===== src/rtl/colocar_bombas.sv =====
// Bomb placement stage of the 8x8 minesweeper pipeline: a seeded Galois LFSR
// proposes cells and accepts them until the requested number of bombs is placed.
module colocar_bombas (
  input  logic                  clock,
  input  logic                  rst,
  input  logic                  start,
  input  logic [5:0]            num_bombas,
  input  logic [15:0]           semilla,
  input  logic [2:0]            seguro_fila,
  input  logic [2:0]            seguro_col,
  output logic [7:0][7:0][3:0]  matrizBombastic,
  output logic                  ocupado,
  output logic                  listo,
  output logic [1:0]            estado_dbg
);

  // Handshake: start is a level sampled on any rising edge in IDLE or DONE;
  // the board in matrizBombastic is valid exactly while listo is high.
  typedef enum logic [1:0] {
    IDLE  = 2'd0,
    PLACE = 2'd1,
    DONE  = 2'd2
  } estado_t;

  localparam logic [15:0] SEMILLA_DEF = 16'hACE1;
  localparam logic [15:0] LFSR_TAPS   = 16'hB400;
  localparam logic [3:0]  BOMBA       = 4'hF;

  estado_t              r_estado;
  logic [15:0]          r_lfsr;
  logic [5:0]           r_cnt;
  logic [5:0]           r_num;
  logic [2:0]           r_seg_fila;
  logic [2:0]           r_seg_col;
  logic [7:0][7:0][3:0] r_matriz;
  logic                 r_ocupado;
  logic                 r_listo;

  logic [2:0]  w_fila;
  logic [2:0]  w_col;
  logic        w_es_seguro;
  logic        w_ya_bomba;
  logic        w_acepta;
  logic [5:0]  w_cnt_sig;
  logic [15:0] w_lfsr_sig;
  logic [15:0] w_semilla;

  assign w_fila      = r_lfsr[5:3];
  assign w_col       = r_lfsr[2:0];
  assign w_es_seguro = (w_fila == r_seg_fila) && (w_col == r_seg_col);
  assign w_ya_bomba  = (r_matriz[w_fila][w_col] == BOMBA);
  assign w_acepta    = !w_ya_bomba && !w_es_seguro;
  assign w_cnt_sig   = r_cnt + 6'd1;
  assign w_lfsr_sig  = (r_lfsr >> 1) ^ (r_lfsr[0] ? LFSR_TAPS : 16'h0000);
  // An all-zero seed would lock the LFSR, so it is replaced by the default.
  assign w_semilla   = (semilla == 16'h0000) ? SEMILLA_DEF : semilla;

  always_ff @(posedge clock) begin
    if (rst) begin
      r_estado   <= IDLE;
      r_lfsr     <= SEMILLA_DEF;
      r_cnt      <= 6'd0;
      r_num      <= 6'd0;
      r_seg_fila <= 3'd0;
      r_seg_col  <= 3'd0;
      r_matriz   <= '0;
      r_ocupado  <= 1'b0;
      r_listo    <= 1'b0;
    end else begin
      case (r_estado)
        IDLE, DONE: begin
          if (start) begin
            r_num      <= num_bombas;
            r_seg_fila <= seguro_fila;
            r_seg_col  <= seguro_col;
            r_lfsr     <= w_semilla;
            r_matriz   <= '0;
            r_cnt      <= 6'd0;
            if (num_bombas == 6'd0) begin
              r_estado  <= DONE;
              r_ocupado <= 1'b0;
              r_listo   <= 1'b1;
            end else begin
              r_estado  <= PLACE;
              r_ocupado <= 1'b1;
              r_listo   <= 1'b0;
            end
          end
        end
        PLACE: begin
          r_lfsr <= w_lfsr_sig;
          if (w_acepta) begin
            r_matriz[w_fila][w_col] <= BOMBA;
            r_cnt                   <= w_cnt_sig;
            if (w_cnt_sig == r_num) begin
              r_estado  <= DONE;
              r_ocupado <= 1'b0;
              r_listo   <= 1'b1;
            end
          end
        end
        default: begin
          r_estado  <= IDLE;
          r_ocupado <= 1'b0;
          r_listo   <= 1'b0;
        end
      endcase
    end
  end

  assign matrizBombastic = r_matriz;
  assign ocupado         = r_ocupado;
  assign listo           = r_listo;
  assign estado_dbg      = r_estado;

endmodule


===== config.mk =====
export PLATFORM = sky130hd
export DESIGN_NAME = colocar_bombas
export DESIGN_NICKNAME = d
export VERILOG_FILES = /design/src/rtl/colocar_bombas.sv
export SDC_FILE = /design/constraint.sdc
export NUM_CORES = 1
export LEC_CHECK = 0
export ABC_AREA = 1
export CELL_PAD_IN_SITES_DETAIL_PLACEMENT = 2
export CELL_PAD_IN_SITES_GLOBAL_PLACEMENT = 2
export CORE_ASPECT_RATIO = 1.4
export CORE_MARGIN = 8
export CORE_UTILIZATION = 35
export CTS_CLUSTER_DIAMETER = 80
export CTS_CLUSTER_SIZE = 14
export DETAILED_ROUTE_END_ITERATION = 8
export DONT_BUFFER_PORTS = 1
export PLACE_DENSITY_LB_ADDON = 0.1
export SLEW_MARGIN = 20
export SYNTH_ARGS = -nofsm -noshare
export SYNTH_HDL_FRONTEND = slang
export SYNTH_SLANG_ARGS = --single-unit

===== constraint.sdc =====
create_clock -name clock -period 2.9 [get_ports clock]
set_clock_uncertainty 0.1 [all_clocks]
set_input_delay 0.435 -clock clock [delete_from_list [all_inputs] [get_ports clock]]
set_output_delay 0.435 -clock clock [all_outputs]
set_load 0.005 [all_outputs]

==> metrics.yaml <==
status:
  status: "complete, no violations"
global_routing:
  grt_pass1_wl_um: 88100
  grt_pass1_vias: 13400
  grt_max_degree: 129
  antenna_found_initial: 0
  grt_usage_pct: 25.6
  grt.overflow.total: 0
cells_and_area:
  syn_to_final_growth_pct: 17.9
  layout_common_cells: "nand2_1, dfxtp_1, inv_1"
  layout-drive-gt1-share_pct: 17.9
  finalNetCount: 1903
  antenna_cells: 0
  final_common_cell: "nand2_1"
setup_path:
  rr_worst_depth: 21
  cpMostUsedCell: "nand2_1"
  reg2reg_from: "r_lfsr[3]"
  worstPathRequired_ns: 3.19
  cp_cell_sequence: "buf_4, inv_8, buf_12, buf_4, nand2_1, nand2_1, nand2_1, nand2_1, nand2_1, nand2_1, nand2_1, nand2_1, nor2_1, nand2_1, nand2_1, o21ai_2, nand2_4, buf_12, clkbuf_16, nand3_2, a21oi_1"
  slowest_delay_ns: 0.37
  startpoint_type: "register"
  cp-end-kind: "register"
  r2r_end: "matrizBombastic[189]"
  r2r_slack_ns: 0.09
  cpMaxStageDelayCell: "dfxtp_4"
  worstPathMaxFanout: 11
  critical_path_class: "reg2reg"
  crit_arrival_ns: 3.10
detailed_routing:
  vias: 12400
  drcViolationCount: 0
  detail_route.wl_per_cell_um: 25.6
  drt_first_pass_iters: 4
  routed_wl_um: 61200
  drt_iter0_markers: 510
  ant_nets: 0
  via_per_inst: 5.18
clocking:
  path_clk_slew_ns: 0.08
  clkLatencyLatePin_ns: 0.55
  htreeDepth: 1
  cts_sinks: 293
  cts.path.max_buffers: 3
  cts_buffers: 24
  cts_tree: "yes"
  cts_root_buf: "clkbuf_16"
floorplan:
  initial_core_util_pct: 35.3
  rows: 85
  core-area_um2: 38400
  die_width_um: 182
  die_area_um2: 45400
  io_pins: 291
  chipHeight_um: 249
worst_hold_path:
  min_to: "r_lfsr[4]"
  min_path_type: "in2reg"
  hold_path_depth: 4
  holdCritStartpoint: "semilla[4]"
synth:
  async_reset_ff_share_pct: 0
  netlist_top_cells_area: "dfxtp_1, nand2_1, inv_1, a21oi_2, a21oi_1"
  synthDistinctLibCells: 37
  synth-compound-area-share_pct: 18.5
  synthCells: 1835
  yosys.area.top_type: "dfxtp_1"
  synth_top_family_by_area: "simple AND/OR/NAND/NOR gates"
  yosys_warnings: 0
  syn_nets: 1867
  synth-seq-cells: 293
  syn_avg_cell_area_um2: 7.39
  seq_area_frac_synth_pct: 43.2
  ys.flop_type: "dfxtp_1"
  synthXorXnorAreaFrac_pct: 0.452
  syn-cell-area_um2: 13600
  synthMuxAreaShare_pct: 0
  synth_edf_count: 0
  synth_simple_gate_area_share_pct: 25.3
  synthAdderAreaFrac_pct: 0.0923
  synth_top_area_share_pct: 43.2
sta:
  worstMarginPinSlew_ns: 0.839
  slew_headroom_pct: 44.1
  min_period_over_period_pct: 96.8
  fmax_mhz: 356
  final-setup-viol-count: 0
  hold_violations: 0
  fin_tns_setup_ns: 0
  fin_crit_ns: 2.81
  finalMaxSlewViolations: 0
  rsz0062_at_grt: "yes"
placed_design:
  dpl.hpwl_um: 44600
  io_buffers: 0
  gp_congestion: 0.878
power_and_ir_drop:
  ir_worst_vdd_mv: 0.390
  power.leakage_nw: 5.84
  p_total_w: 0.00909
  powerDensity_nw_per_um2: 568
job:
  drv_cap: 0
## worst max-delay path by stage
stage                    from                   end  slack, ns  cells after the start
CTS                 r_lfsr[3]  matrizBombastic[104]     0.0004                     17
global route        r_lfsr[3]  matrizBombastic[224]      -0.04                     16
finish              r_lfsr[3]  matrizBombastic[189]       0.09                     21
floorplan           r_lfsr[4]  matrizBombastic[100]       0.69                     16
detailed placement  r_lfsr[3]   matrizBombastic[48]      -0.16                     18
global placement    r_lfsr[3]   matrizBombastic[48]      -0.05                     18
## flip-flops by register name, indices dropped and copies added, names as in the netlist
register	flops
matrizBombastic	256
ocupado	1
r_num	6
r_seg_fila	3
estado_dbg	2
r_cnt	6
r_seg_col	3
r_lfsr	16
## cell families (layout without fill, tap and decap cells)
kind of cell / after synthesis / count (layout)
adders and majority gates: 1 / 1
buffers and inverters: 392 / 429
xor gates and xnor gates: 7 / 7
AOI/OAI and AO/OA: 389 / 389
DFF: 293 / 293
and+or+nand+nor: 753 / 753
## layout make-up
cell class | count | area [µm²]
flip-flops and latches | 293 | 5870
multi-input cells | 1150 | 6340
fillers | 4435 | 22400
well taps | 522 | 653
inverters | 295 | 1120
repair buffers | 107 | 1370
clock buffers | 27 | 633
## critical path, delay by kind of cell, from the launching register on
kind            cells  cell delay [ns]
flops               1             0.37
compound gates      2             0.27
simple gates       13             0.98
buf+inv             6             0.91
## through the flow
| stage | hold WS, ns | util, % | std cells | setup slack (ns) | cell area (µm²) |
|---|---|---|---|---|---|
| floorplan | 0.345 | - | 1835 | 0.688 | 13600 |
| global placement | 0.355 | 37.1 | 2314 | -0.0537 | 14200 |
| detailed placement | 0.367 | 37.1 | 2314 | -0.157 | 14200 |
| CTS | 0.00299 | 40.1 | 2377 | 0.000372 | 15400 |
| global route | 0.0571 | 41.7 | 2394 | -0.0381 | 16000 |
| finish | 0.0226 | 41.7 | 2394 | 0.0940 | 16000 |
## cell usage after synthesis (3+ instances only)
master and instances:
nand2_1 494, dfxtp_1 293, inv_1 289, a21oi_1 154, a21oi_2 116, nor2_1 109, nand3_1 85, o21ai_0 48
clkbuf_1 43, o211ai_1 32, nand3_4 30, buf_2 25, o21ai_1 25, buf_6 14, nand4_1 13, nor3_1 10
buf_4 7, nor4_1 5, o221ai_1 5, xnor2_1 5, buf_1 3, buf_12 3, inv_2 3, o2111ai_1 3
## power by group
part	internal (W)	leakage, nW	switching (W)
clock	0.00152	0.310	0.00151
sequential	0.00412	2.37	0.000110
combinational	0.000544	3.17	0.00127
## layer usage
layer  track usage (%)  part of all wire (%)  up-vias
met2              47.7                    53      277
met5                 0                     0        -
li1                  -                     -     5855
met3              6.12                   6.3       95
met4              9.84                   4.1        0
met1              27.3                    37     6183
## timing repair
action | CTS | global route
hold endpoints to repair | 33 | 0
pin swaps | 6 | 8
buffers inserted | 4 | 10
cloned | 5 | 7
endpoints found under the setup margin | 264 | 259
resized for setup | 21 | 88
hold buffers | 27 | 0
Power figures use the tool's default switching activity.
